<file path="config.mk">
export PLATFORM = sky130hd
export DESIGN_NAME = axi_read_arbiter
export DESIGN_NICKNAME = d
export VERILOG_FILES = /design/src/rtl/axi_read_arbiter.sv
export SDC_FILE = /design/constraint.sdc
export NUM_CORES = 1
export LEC_CHECK = 0
export BUFFER_PORTS_ARGS = -buffer_cell sky130_fd_sc_hd__buf_4
export CAP_MARGIN = 20
export CELL_PAD_IN_SITES_DETAIL_PLACEMENT = 1
export CELL_PAD_IN_SITES_GLOBAL_PLACEMENT = 1
export CORE_MARGIN = 4
export CORE_UTILIZATION = 23
export DETAILED_ROUTE_END_ITERATION = 6
export PLACE_DENSITY_LB_ADDON = 0.12
export RECOVER_POWER = 50
export SYNTH_ARGS = -nofsm -noshare
export SYNTH_HDL_FRONTEND = slang
export SYNTH_SLANG_ARGS = --single-unit
</file>
<file path="constraint.sdc">
create_clock -name clk -period 2.28 [get_ports clk]
set_input_delay 0.684 -clock clk [delete_from_list [all_inputs] [get_ports clk]]
set_output_delay 0.684 -clock clk [all_outputs]
set_load 0.01 [all_outputs]
</file>
<file path="src/rtl/axi_read_arbiter.sv">
// axi_read_arbiter
// Shares one AXI4 read channel between two read masters (master 0 = icache
// refill, master 1 = dcache refill). One whole burst is granted at a time,
// from the AR handshake through the last R beat. Round-robin on contention.
// A beat counter checks that rlast arrives exactly on beat arlen+1.
//
// Ports:
//   clk, rst_n                 clock, asynchronous active-low reset
//   m0_ar*/m1_ar*              master read-address channels
//   m0_r*/m1_r*                master read-data channels (rdata broadcast)
//   s_ar*, s_r*                memory-side AXI read port
//   grant                      index of current/last granted master
//   busy                       high while a burst is in progress (S_AR/S_R)
//   burst_err                  one-cycle pulse on a burst length mismatch
//
// state  | meaning
// S_IDLE | no burst owned; arbitrate between pending requests
// S_AR   | granted master's address passed through to memory
// S_R    | granted master receives data beats until s_rlast is accepted
module axi_read_arbiter #(
    parameter int ADDR_WIDTH = 32,
    parameter int DATA_WIDTH = 32,
    parameter int LEN_WIDTH  = 8
) (
    input  logic                  clk,
    input  logic                  rst_n,
    input  logic [ADDR_WIDTH-1:0] m0_araddr,
    input  logic                  m0_arvalid,
    input  logic [LEN_WIDTH-1:0]  m0_arlen,
    input  logic [2:0]            m0_arsize,
    input  logic [1:0]            m0_arburst,
    output logic                  m0_arready,
    output logic [DATA_WIDTH-1:0] m0_rdata,
    output logic                  m0_rvalid,
    output logic                  m0_rlast,
    input  logic                  m0_rready,
    input  logic [ADDR_WIDTH-1:0] m1_araddr,
    input  logic                  m1_arvalid,
    input  logic [LEN_WIDTH-1:0]  m1_arlen,
    input  logic [2:0]            m1_arsize,
    input  logic [1:0]            m1_arburst,
    output logic                  m1_arready,
    output logic [DATA_WIDTH-1:0] m1_rdata,
    output logic                  m1_rvalid,
    output logic                  m1_rlast,
    input  logic                  m1_rready,
    output logic [ADDR_WIDTH-1:0] s_araddr,
    output logic                  s_arvalid,
    output logic [LEN_WIDTH-1:0]  s_arlen,
    output logic [2:0]            s_arsize,
    output logic [1:0]            s_arburst,
    input  logic                  s_arready,
    input  logic [DATA_WIDTH-1:0] s_rdata,
    input  logic                  s_rvalid,
    input  logic                  s_rlast,
    output logic                  s_rready,
    output logic                  grant,
    output logic                  busy,
    output logic                  burst_err
);

    typedef enum logic [1:0] {S_IDLE, S_AR, S_R} state_t;

    state_t               state;
    logic                 last_winner;
    logic [LEN_WIDTH-1:0] len_q;
    logic [LEN_WIDTH:0]   beat_cnt;

    logic in_ar;
    logic in_r;
    logic winner;
    logic ar_hs;
    logic r_hs;
    logic last_expected;

    assign in_ar = (state == S_AR);
    assign in_r  = (state == S_R);

    // Contention goes to the master that did not win last time; a lone
    // requester always wins.
    assign winner = (m0_arvalid && m1_arvalid) ? ~last_winner : m1_arvalid;

    // Address channel: granted master passed straight through in S_AR only.
    assign s_arvalid  = in_ar && (grant ? m1_arvalid : m0_arvalid);
    assign s_araddr   = in_ar ? (grant ? m1_araddr  : m0_araddr)  : '0;
    assign s_arlen    = in_ar ? (grant ? m1_arlen   : m0_arlen)   : '0;
    assign s_arsize   = in_ar ? (grant ? m1_arsize  : m0_arsize)  : '0;
    assign s_arburst  = in_ar ? (grant ? m1_arburst : m0_arburst) : '0;
    assign m0_arready = in_ar && !grant && s_arready;
    assign m1_arready = in_ar &&  grant && s_arready;

    // Data channel: memory beats outside S_R are left stalled.
    assign s_rready  = in_r && (grant ? m1_rready : m0_rready);
    assign m0_rvalid = in_r && !grant && s_rvalid;
    assign m1_rvalid = in_r &&  grant && s_rvalid;
    assign m0_rlast  = in_r && !grant && s_rlast;
    assign m1_rlast  = in_r &&  grant && s_rlast;
    assign m0_rdata  = s_rdata;
    assign m1_rdata  = s_rdata;

    assign ar_hs = s_arvalid && s_arready;
    assign r_hs  = in_r && s_rvalid && s_rready;

    assign last_expected = (beat_cnt == {1'b0, len_q});
    assign busy          = (state != S_IDLE);

    always_ff @(posedge clk or negedge rst_n) begin
        if (!rst_n) begin
            state       <= S_IDLE;
            grant       <= 1'b0;
            last_winner <= 1'b1;
            len_q       <= '0;
            beat_cnt    <= '0;
            burst_err   <= 1'b0;
        end else begin
            burst_err <= 1'b0;
            case (state)
                S_IDLE: begin
                    if (m0_arvalid || m1_arvalid) begin
                        grant       <= winner;
                        last_winner <= winner;
                        state       <= S_AR;
                    end
                end
                S_AR: begin
                    if (ar_hs) begin
                        len_q    <= s_arlen;
                        beat_cnt <= '0;
                        state    <= S_R;
                    end
                end
                S_R: begin
                    if (r_hs) begin
                        beat_cnt <= beat_cnt + 1'b1;
                        // Flag rlast early/late; the burst still ends on rlast.
                        if (s_rlast != last_expected)
                            burst_err <= 1'b1;
                        if (s_rlast)
                            state <= S_IDLE;
                    end
                end
                default: state <= S_IDLE;
            endcase
        end
    end

endmodule

</file>
After elaboration in Yosys (flattened, before gate mapping). Index checks and enable logic that the tools add are counted.

Output and inout bits: 120. Register bits: 22. Input bits: 131.

Equal/unequal tests: 8. $add $sub $neg: 1. Mux-type cells: 22. Bitwise operators: 1. Reduce and logical (&&, ||, !) cells: 25.

Operators with widths (count): 2-to-1 mux 32 bit (2); 2-to-1 mux 9 bit (2); case mux 9 bit (2 select lines) (1); logical AND 1 bit (16); 2-to-1 mux 8 bit (2); 2-to-1 mux 2 bit (6); adder 9 x 1 -> 9 bit, second input constant (1); equality test 9 x 8 -> 1 bit (1); 2-to-1 mux 1 bit (6); 2-to-1 mux 3 bit (2); case mux 2 bit (3 select lines) (1); inequality test 2 x 1 -> 1 bit, second input constant (2); inequality test 2 bit, second input constant (2); AND reduction 2 bit (2); AND reduction 4 bit (1); nonzero test 2 bit (2); AND reduction 3 bit (1); equality test 2 x 1 -> 1 bit, second input constant (1); equality test 2 bit, second input constant (1); logical NOT 2 bit (1); logical NOT 1 bit (1); logical OR 1 bit (1); inequality test 1 bit (1); inverter 1 bit (1).

Longest topological paths before layout.
Word-level depth: 5. Mapped depth: 6. Mapped depth without buffers: 5.

Worst setup path before layout. OpenSTA, ideal clock, no wires.

Kind: flip-flop to output port. Start point: reg grant. End point: out s_araddr[10]. Setup slack: 307 ps. Buffers on the path: 3. Data arrival time: 1289 ps. Required time: 1596 ps. Stages on the path, launching flop included: 6. Cell sequence: dfrtp_1 buf_6 buf_2 buf_4 mux2i_1 nor2_1.

Longest elaborated chain between the ends: 2.

Ends and longest elaborated chain: start: declaration (line 57) `output logic grant,`; start signal: assignment (line 120) `grant <= winner;`; 2-to-1 mux 32 bit (2 in a row) (line 85) `assign s_araddr = in_ar ? (grant ? m1_araddr : m0_araddr) : '0;`; end: declaration (line 47) `output logic [ADDR_WIDTH-1:0] s_araddr,`.

Every way passes these cells.

Worst setup path in the final report.
Start point: reg grant. End point: out s_araddr[26].

The elaborated chain is that of the path after synthesis.

==> flow_metrics.py <==
metrics = {
    "clock_network": {
        "path_clk_slew_ps": 80,
        "cts_tree": "yes",
        "h-tree-depth": 1,
        "cts_buffers": 3,
        "clk_path_buf_depth": 2,
        "cts_hold_buf": 0,
        "cts.sinks": 22,
        "cts-root-buf": "clkbuf_8",
        "insertion_delay_ps": 270,
    },
    "setup_path": {
        "critPathLaunchType": "flip-flop",
        "critPathRequiredTime_ps": 1600,
        "reg2reg_depth": 5,
        "crit_path_start": "grant",
        "arrival_ps": 1480,
        "crit_path_end": "s_araddr[26]",
        "path_class": "reg2out",
        "endpoint_kind": "output port",
        "rr_endpoint": "len_q[1]",
        "r2r_start": "grant",
        "reg2reg_slack_ps": 410,
        "cp_max_fo": 21,
    },
    "timing": {
        "setup_tns_ps": 0,
        "clock_skew_ps": 5.887,
        "finalSetupViolCount": 0,
        "worst_pin_slew_ps": 1215,
        "slew_headroom_pct": 18.98,
        "clock.fmax_ghz": 0.4619,
        "fin_crit_ps": 2165,
        "fin_crit_sh_pct": 94.95,
        "slew_viol_final": 0,
        "rsz0062_at_grt": "false",
        "hold_violations": 0,
    },
    "place": {
        "port_buffers": 154,
        "dp_hpwl_um": 6653,
        "place_congestion": 0.7103,
        "place_area_mm2": 0.003186,
    },
    "yosys": {
        "synth_area_leaders": "dfrtp_1 22%, buf_4 21%, mux2i_1 20%",
        "synth_top_cell_area_share_pct": 22.41,
        "synth_area_leader_cell": "dfrtp_1",
        "synth_seq_cells": 22,
        "synth.avg_cell_area_um2": 8.404,
        "synthCells": 279,
        "yosysWarnings": 0,
        "synth_seq_area_share_pct": 23.53,
        "syn_nets": 411,
        "synth_area_mm2": 0.002345,
        "synthDistinctLibCells": 38,
    },
    "global_route": {
        "grt_pass1_wl_um": 12170,
        "grt_overflow": 0,
        "grt_antenna_before_repair": 0,
        "first_global_vias": 2292,
        "grt_max_degree": 47,
        "track_usage_pct": 13.23,
    },
    "cells_and_area": {
        "drive_gt1_share_pct": 49.32,
        "fin_area_mm2": 0.003294,
        "finish.net_count": 502,
        "area_growth_syn_to_layout_pct": 40.50,
        "fillers": 1193,
        "n_antenna_cell": 0,
    },
    "drt": {
        "via_per_inst": 4.404,
        "ant_nets": 0,
        "drtIter0Drc": 60,
        "drc_errors": 0,
        "routed_wl_um": 8484,
        "vias": 2211,
        "firstDrtPassIters": 4,
        "detail_route.wl_per_cell_um": 16.90,
    },
    "floorplanning": {
        "start_util_pct": 23.77,
        "io-pin-count": 251,
        "die_area_mm2": 0.01187,
        "core_area_mm2": 0.009864,
        "die_w_um": 109.0,
        "num_rows": 36,
        "dieHeight_um": 109.0,
    },
    "power": {
        "power_leakage_nw": 1.720,
        "powerDensity_mw_per_mm2": 1104,
        "pwr-share-comb_pct": 74.2,
        "pwr-share-clk_pct": 7.8,
        "ir_drop_v": 0.0003698,
        "p_seq_share_pct": 18.0,
        "internal_power_w": 0.002072,
        "switching_share_pct": 43.03,
        "power.switching_w": 0.001565,
    },
    "run": {
        "drv_cap": 0,
    },
    "min_path": {
        "hp-class": "reg2reg",
    },
    "status": {
        "status": "finished, final reports clean",
    },
}
[cell usage after synthesis]
cell type,count
buf_2,6
nor4_1,1
mux2i_2,1
mux2_2,8
o32a_4,1
or2_1,1
nand3b_1,1
nand3_1,3
or3_1,1
and4_1,1
mux2i_4,1
nor2_4,2
a21oi_1,2
a31oi_1,1
mux2i_1,47
nand4_1,2
buf_4,67
o31ai_1,1
nor2b_1,2
dfstp_2,1
xor2_1,1
and3_1,6
inv_1,2
xnor2_1,7
a311oi_1,1
nand2_1,11
a22o_1,1
nor3_1,2
buf_1,2
o21ai_0,3
buf_6,1
dfrtp_1,21
nor2_1,54
a21o_1,2
o21ai_1,11
ha_1,1
nand2b_1,2
clkbuf_1,1
[what timing repair did]
item / 4_1_cts / 5_1_grt
setup buffers: 0 / 1
endpoints found under the setup margin: 0 / 35
gates resized for setup: 0 / 1
[per-layer routing]
layer | track usage, % | up-vias | wire length (um)
met5 | 0 | - | 0
met4 | 3.336 | 0 | 158
met3 | 3.375 | 27 | 676
met2 | 24.82 | 91 | 4427
met1 | 14.71 | 1035 | 3222
li1 | - | 1058 | -
[metrics by stage]
step | worst slack (ps) | power, W | cells | hold WS [ps] | utilization [%]
final | 115.1 | 0.003637 | 502 | 484.4 | 33.40
after global routing | 17.92 | 0.003945 | 502 | 524.6 | 33.40
after CTS | 27.87 | 0.003597 | 499 | 303.3 | 32.85
after detailed placement | 290.3 | 0.003295 | 495 | 476.8 | 32.29
after global placement | 291.6 | 0.003275 | 495 | 467.2 | 32.29
after floorplan | 307.0 | 0.002221 | 279 | 388.4 | -
[cell usage in the layout (no fill, tap or decap), types with 3 or more instances in the layout]
cell,n
and3_1,6
buf_4,157
clkbuf_8,4
dfrtp_1,20
mux2_2,8
mux2i_1,47
nand2_1,11
nand3_1,3
nor2_1,54
o21ai_0,3
o21ai_1,11
xnor2_1,7
[final cells by class]
cell class              count  area, um2  area share, %
well taps                 133      166.4          5.051
inverters                   2      7.507         0.2279
flip-flops and latches     22      555.5          16.86
multi-input cells         178       1232          37.41
repair buffers            163       1277          38.78
clock buffers               4      55.05          1.671
[cell families (layout without fill, tap and decap cells)]
kind of cell    after synthesis  after routing  share of synthesized area (%)
simple gates                 89             89                          17.13
buf+inv                      79            169                          24.01
mux                          57             57                          25.45
compound gates               23             23                          6.350
flops                        22             22                          23.53
xor+xnor                      8              8                          2.988
fa+ha+maj                     1              1                         0.5335
[worst max-delay path: stages, from the launching register on]
cell and delay (ps):
dfrtp_4 530, clkbuf_16 260, mux2i_1 210, nor2_1 60, buf_4 140
[power groups by stage]
stage | clock network [W] | logic (W) | registers (W)
2_1_floorplan | 0 | 0.00161 | 0.000606
4_1_cts | 0.000297 | 0.00266 | 0.000642
3_3_place_gp | 0 | 0.00263 | 0.000646
3_5_place_dp | 0 | 0.00265 | 0.000648
5_1_grt | 0.000317 | 0.00294 | 0.000685
6_report | 0.000283 | 0.00270 | 0.000656
[state kept, by name, indices dropped and copies added, names as in the netlist]
signal,count
last_winner,1
grant,1
burst_err,1
len_q,8
state,2
beat_cnt,9
[worst min-delay path by stage]
stage                           start     endpoint  slack, ps  depth (start not counted)
after CTS                       rst_n  beat_cnt[3]        300                          1
after global placement    beat_cnt[8]  beat_cnt[8]        470                          1
after floorplan                 rst_n  beat_cnt[0]        390                          0
after detailed placement  beat_cnt[8]  beat_cnt[8]        480                          1
final                     beat_cnt[8]  beat_cnt[8]        480                          1
after global routing      last_winner  last_winner        520                          2
No activity file was read; power rests on OpenSTA's default activity.
